--- config.mk ---
export PLATFORM = sky130hd
export DESIGN_NAME = ex_muldiv_unit
export DESIGN_NICKNAME = d
export VERILOG_FILES = /design/src/rtl/ex_muldiv_unit.sv
export SDC_FILE = /design/constraint.sdc
export NUM_CORES = 1
export LEC_CHECK = 0
export CORE_AREA = 2 2 167 333
export CTS_CLUSTER_SIZE = 28
export DETAILED_ROUTE_END_ITERATION = 6
export DIE_AREA = 0 0 169 335
export HOLD_SLACK_MARGIN = 0.12
export PLACE_DENSITY = 0.58
export RECOVER_POWER = 50
export SETUP_SLACK_MARGIN = 0.5
export SYNTH_ARGS = -nofsm -noshare
export SYNTH_HDL_FRONTEND = slang
export SYNTH_SLANG_ARGS = --single-unit
--- constraint.sdc ---
create_clock -name clk -period 4 [get_ports clk]
set_clock_uncertainty 0.05 [all_clocks]
set_input_delay 0.8 -clock clk [delete_from_list [all_inputs] [get_ports clk]]
set_output_delay 0.8 -clock clk [all_outputs]
set_load 0.02 [all_outputs]
--- src/rtl/ex_muldiv_unit.sv ---
// ex_muldiv_unit: iterative RV32M multiply/divide unit for the EX stage.
// One radix-2 step per cycle (shift-add multiply, restoring divide), a
// sign-fix cycle, then a one-cycle done with the captured destination tag.
// Stalls the front of the pipeline while busy; flush cancels any op.
module ex_muldiv_unit #(
    parameter int DATA_W     = 32,
    parameter int RF_ADDRESS = 5,
    parameter int CNT_W      = $clog2(DATA_W)
) (
    input  logic                  clk,
    input  logic                  reset,
    input  logic                  start,
    input  logic                  flush,
    input  logic [2:0]            func3,
    input  logic [DATA_W-1:0]     op_a,
    input  logic [DATA_W-1:0]     op_b,
    input  logic [RF_ADDRESS-1:0] rd_in,
    output logic                  stall,
    output logic                  busy,
    output logic                  done,
    output logic [DATA_W-1:0]     result,
    output logic [RF_ADDRESS-1:0] rd_out
);

    typedef enum logic [1:0] {S_IDLE, S_CALC, S_FIX, S_DONE} state_t;

    state_t                  state, state_nxt;
    logic [CNT_W-1:0]        cnt;
    logic [2:0]              func3_q;
    logic [RF_ADDRESS-1:0]   rd_q;
    logic                    sign_a, sign_b;
    logic [DATA_W-1:0]       mag_a, mag_b;
    logic [2*DATA_W-1:0]     acc;

    logic                    signed_a, signed_b, div_zero, div_ovf, early, accept, last;
    logic [DATA_W-1:0]       early_res, fix_res, quo, rem;
    logic [2*DATA_W-1:0]     prod;
    logic [DATA_W:0]         mul_sum, div_shift, div_diff;
    logic                    div_ok;

    // Magnitude of a possibly-signed operand (two's-complement minimum maps to itself)
    function automatic logic [DATA_W-1:0] mag_of(input logic [DATA_W-1:0] v, input logic is_signed);
        logic signed [DATA_W-1:0] sv;
        sv = v;
        return (is_signed && sv < 0) ? DATA_W'(-sv) : v;
    endfunction

    // Conditional negate, single width
    function automatic logic [DATA_W-1:0] neg_w(input logic [DATA_W-1:0] v, input logic neg);
        return neg ? (~v + DATA_W'(1)) : v;
    endfunction

    // Conditional negate, double width
    function automatic logic [2*DATA_W-1:0] neg_2w(input logic [2*DATA_W-1:0] v, input logic neg);
        return neg ? (~v + (2*DATA_W)'(1)) : v;
    endfunction

    // Operand decode, early-out detection and the per-step arithmetic
    always_comb begin
        signed_a  = (func3 == 3'b001) || (func3 == 3'b010) || (func3 == 3'b100) || (func3 == 3'b110);
        signed_b  = (func3 == 3'b001) || (func3 == 3'b100) || (func3 == 3'b110);
        div_zero  = func3[2] && (op_b == '0);
        div_ovf   = func3[2] && !func3[0] && (op_a == {1'b1, {(DATA_W-1){1'b0}}}) && (op_b == '1);
        early     = div_zero || div_ovf;
        if (div_zero) early_res = func3[1] ? op_a : '1;
        else          early_res = func3[1] ? '0 : op_a;
        accept    = (state == S_IDLE) && start && !flush;
        last      = (cnt == CNT_W'(DATA_W-1));

        mul_sum   = {1'b0, acc[2*DATA_W-1:DATA_W]} + (mag_b[0] ? {1'b0, mag_a} : '0);
        div_shift = {acc[2*DATA_W-1:DATA_W], mag_a[DATA_W-1]};
        div_diff  = div_shift - {1'b0, mag_b};
        div_ok    = !div_diff[DATA_W];

        prod = neg_2w(acc, sign_a ^ sign_b);
        quo  = neg_w(acc[DATA_W-1:0], sign_a ^ sign_b);
        rem  = neg_w(acc[2*DATA_W-1:DATA_W], sign_a);
        case (func3_q)
            3'b000:                 fix_res = prod[DATA_W-1:0];
            3'b001, 3'b010, 3'b011: fix_res = prod[2*DATA_W-1:DATA_W];
            3'b100, 3'b101:         fix_res = quo;
            default:                fix_res = rem;
        endcase
    end

    // Next-state logic; flush overrides everything
    always_comb begin
        state_nxt = state;
        if (flush) begin
            state_nxt = S_IDLE;
        end else begin
            case (state)
                S_IDLE:  if (start) state_nxt = early ? S_DONE : S_CALC;
                S_CALC:  if (last) state_nxt = S_FIX;
                S_FIX:   state_nxt = S_DONE;
                default: state_nxt = S_IDLE;
            endcase
        end
    end

    // State register, iteration counter and the visible result/tag
    always_ff @(posedge clk or negedge reset) begin
        if (!reset) begin
            state  <= S_IDLE;
            cnt    <= '0;
            result <= '0;
            rd_out <= '0;
        end else begin
            state <= state_nxt;
            if (accept)                cnt <= '0;
            else if (state == S_CALC)  cnt <= cnt + CNT_W'(1);
            if (accept && early) begin
                result <= early_res;
                rd_out <= rd_in;
            end else if (state == S_FIX && !flush) begin
                result <= fix_res;
                rd_out <= rd_q;
            end
        end
    end

    // Datapath: operand capture at acceptance, then one radix-2 step per CALC cycle
    always_ff @(posedge clk) begin
        if (accept) begin
            func3_q <= func3;
            rd_q    <= rd_in;
            sign_a  <= signed_a && op_a[DATA_W-1];
            sign_b  <= signed_b && op_b[DATA_W-1];
            mag_a   <= mag_of(op_a, signed_a);
            mag_b   <= mag_of(op_b, signed_b);
            acc     <= '0;
        end else if (state == S_CALC) begin
            if (!func3_q[2]) begin
                acc   <= {mul_sum, acc[DATA_W-1:1]};
                mag_b <= mag_b >> 1;
            end else begin
                acc[2*DATA_W-1:DATA_W] <= div_ok ? div_diff[DATA_W-1:0] : div_shift[DATA_W-1:0];
                acc[DATA_W-1:0]        <= {acc[DATA_W-2:0], div_ok};
                mag_a                  <= mag_a << 1;
            end
        end
    end

    // Status outputs; stall is forced low while reset is asserted
    always_comb begin
        busy  = (state == S_CALC) || (state == S_FIX);
        done  = (state == S_DONE);
        stall = reset && (busy || accept);
    end

endmodule

==> out/metrics.cfg <==
[yosys]
syn_area_um2=16000
yosys_warnings=0
synth-seq-cells=182
synth_flop_cell=edfxtp_1
syn_avg_cell_area_um2=7.87
async_reset_ff_share_pct=24.2
synth_nets=2193
seq_area_frac_synth_pct=28.7
syn-instance-count=2039
synth_edf_count=74
yosysUniqueCellTypes=93

[drt]
wire_per_inst_um=25.6
drt_iter0_drc=1209
vias=16700
drt-total-wl_um=74700
dr.pass1.iters=5
drc=0
avgViaCountPerCell=5.74
antenna_left=0

[pwr]
worst_ir_drop_vdd_mv=0.297
power_frac_clock_pct=10.9
power.total_uw=16900
powerDensity_nw_per_um2=833
p_switching_uw=8730
pwr-share-comb_pct=67.0
p_leak_uw=0.00817
seqPwrFrac_pct=22.1
switching_share_pct=51.8
power.internal_uw=8130

[hold_path]
hold_depth=2
worstHoldStart=cnt[4]$_DFFE_PN0P_
hold_class=reg -> reg
hold_path_end=cnt[4]$_DFFE_PN0P_

[grt]
use_met3_pct=2.75
grt_busiest_layer=met2
antenna_found_initial=1
grtUsageMet2_pct=48.0
grt_pass1_wl_um=108000
globalRouteOverflowTotal=0
grt_max_degree=151
grt.met1_usage_pct=24.2
grt_pass1_vias=17000
track_usage_pct=26.2

[critical_path]
startpoint_type=input pin
path_max_fanout=150
cp.arrival_ps=3910
required_ps=4390
reg2reg_to=acc[32]$_SDFFE_PP0P_
ff2ff_path_depth=15
reg2reg_from=mag_a[31]$_DFFE_PP_
worstSetupPathType=in -> reg
critPathLaunch=flush
r2r_slack_ps=490
end_kind=register

[cts]
cts.path.max_buffers=2
cts_root_buf=clkbuf_16
cts.sinks=182
path_clk_slew_ps=90
numCtsBuffers=17
insertion_delay_ps=490
cts_tree=built
cts_hold_buffers=0
htree_levels=4

[timing]
layout_min_cycle_time_ps=3520
finalSetupTns_ps=0
setup_viol=0
slew_headroom_pct=-61.7
finalCritPeriodShare_pct=88.1
tightestPinTransition_ps=2430
fin_ws_ps=477
max_freq_mhz=284
slew_viol_final=64
rsz0062_at_grt=true
hold_violations=0

[placement]
io_buffers=115
detailed_place_hpwl_um=58800
place_inst=2868
pre_cts_slack_ps=-42.7
globalplace.congestion=1.01

[run]
cap_violations=2

[run_status]
violations=max-capacitance violations, max-slew violations
status=complete, but fails checks

[cells_and_area]
drive_above_1_share_pct=15.6
fin_util_pct=37.4
area_delta_synth_final_pct=26.2
fin_cells=2917
nets=2381

[floorplanning]
dieArea_um2=56600
core_area_um2=54200
die_x_um=169
row_count=121
ios=116
initial_core_util_pct=29.6
die_h_um=335

[state kept, by name, indices dropped and copies added (netlist names)]
name	flops
acc	64
mag_a	32
mag_b	32
result	32
cnt	5
rd_out	5
rd_q	5
func3_q	3
state	2
sign_a	1
sign_b	1
[worst max-delay path by stage]
stage,slack (ps),to
4_1_cts,450,acc[32]$_SDFFE_PP0P_
2_1_floorplan,760,acc[46]$_SDFFE_PP0P_
3_3_place_gp,10,result[18]$_DFFE_PN0P_
3_5_place_dp,-40,result[5]$_DFFE_PN0P_
5_1_grt,220,acc[59]$_SDFFE_PP0P_
6_report,480,acc[59]$_SDFFE_PP0P_
[cell families (layout without fill, tap and decap cells)]
kind of cell | after synthesis | in the layout | share of synthesized area [%]
simple gates | 643 | 643 | 19.8
compound gates | 684 | 684 | 26.8
buf+inv | 221 | 422 | 5.43
flops | 182 | 182 | 28.7
fa+ha+maj | 78 | 78 | 6.18
mux | 55 | 55 | 3.46
other cells | 0 | 1 | 0
xor+xnor | 176 | 176 | 9.61
[layout by cell type (no fill, tap or decap), types with 37 or more instances in the layout]
cell / instances
edfxtp_1: 74
a211oi_1: 54
nand2_1: 194
mux2i_1: 50
dfrtp_1: 44
ha_1: 61
inv_1: 69
buf_4: 183
a21oi_1: 169
clkdlybuf4s50_1: 69
nand3_1: 40
xor2_1: 81
nor2_1: 175
dfxtp_1: 61
and2_1: 37
o21ai_0: 193
dlygate4sd3_1: 45
xnor2_1: 88
[cell type report]
cell class	count	area [um^2]
Fill cell	5688	33900
Multi-Input combinational cell	1636	11100
Antenna cell	1	2.50
Timing Repair Buffer	318	2820
Tap cell	676	846
Sequential cell	182	4610
Clock inverter	15	201
Clock buffer	17	425
Inverter	72	270
[critical path: stages]
cell,delay [ps]
clkdlybuf4s50_1,550
or2_0,200
clkbuf_4,1090
o211ai_1,410
a2111oi_1,470
buf_4,190
a211o_1,110
[cells in the mapped netlist (6+ instances only)]
| cell type | instances | area (um^2) |
|---|---|---|
| and2_1 | 39 | 244 |
| nor3_1 | 36 | 180 |
| clkbuf_1 | 130 | 488 |
| inv_1 | 70 | 263 |
| a31oi_1 | 32 | 200 |
| or3_1 | 15 | 93.8 |
| mux2i_1 | 51 | 510 |
| nor2b_1 | 7 | 43.8 |
| o21a_1 | 11 | 82.6 |
| o41ai_1 | 12 | 105 |
| nand2b_1 | 14 | 87.6 |
| nor2_1 | 178 | 668 |
| o31ai_1 | 26 | 195 |
| dfxtp_1 | 64 | 1280 |
| nand2_1 | 195 | 732 |
| ha_1 | 76 | 951 |
| o211ai_1 | 28 | 210 |
| xor2_1 | 82 | 718 |
| a211oi_1 | 58 | 435 |
| edfxtp_1 | 74 | 2220 |
| a21o_1 | 33 | 248 |
| nand3_1 | 41 | 205 |
| a22oi_1 | 10 | 75.1 |
| a31o_2 | 9 | 78.8 |
| o22ai_1 | 8 | 50.1 |
| dfrtp_1 | 44 | 1100 |
| xnor2_1 | 94 | 823 |
| nand4_1 | 26 | 163 |
| or2_2 | 6 | 37.5 |
| nor4_1 | 19 | 119 |
| a21oi_1 | 177 | 886 |
| buf_2 | 10 | 50.1 |
| or4_1 | 15 | 113 |
| a311oi_1 | 8 | 70.1 |
| o221ai_1 | 15 | 131 |
| o21ai_0 | 197 | 986 |
| and3_1 | 13 | 81.3 |
| o21bai_1 | 12 | 90.1 |
[per-layer routing]
metal	wire length, um	vias to the layer above
li1	-	7846
met1	24400	8017
met2	38600	624
met3	2710	261
met4	9000	0
met5	0	-
[what timing repair did]
action                                  4_1_cts  5_1_grt
endpoints found under the setup margin       42       60
gates resized for setup                      34       65
pin swaps                                     8       23
hold endpoints to repair                      0        0
buffers inserted                              7        7
gates cloned                                  2        0
[metrics by stage]
step                      hold WS [ps]  cell area [um^2]
final                              486             20300
after global routing               518             20300
after CTS                          384             19900
after detailed placement           476             19000
after global placement             465             19000
after floorplan                    437             16000
[power groups by stage]
stage	clock network [uW]	registers [uW]	logic (uW)
6_report	1840	3720	11300
5_1_grt	1910	3820	12100
4_1_cts	1860	3710	10800
3_5_place_dp	0	3740	10500
3_3_place_gp	0	3730	10400
2_1_floorplan	0	3510	6230
Power figures use the tool's default switching activity.
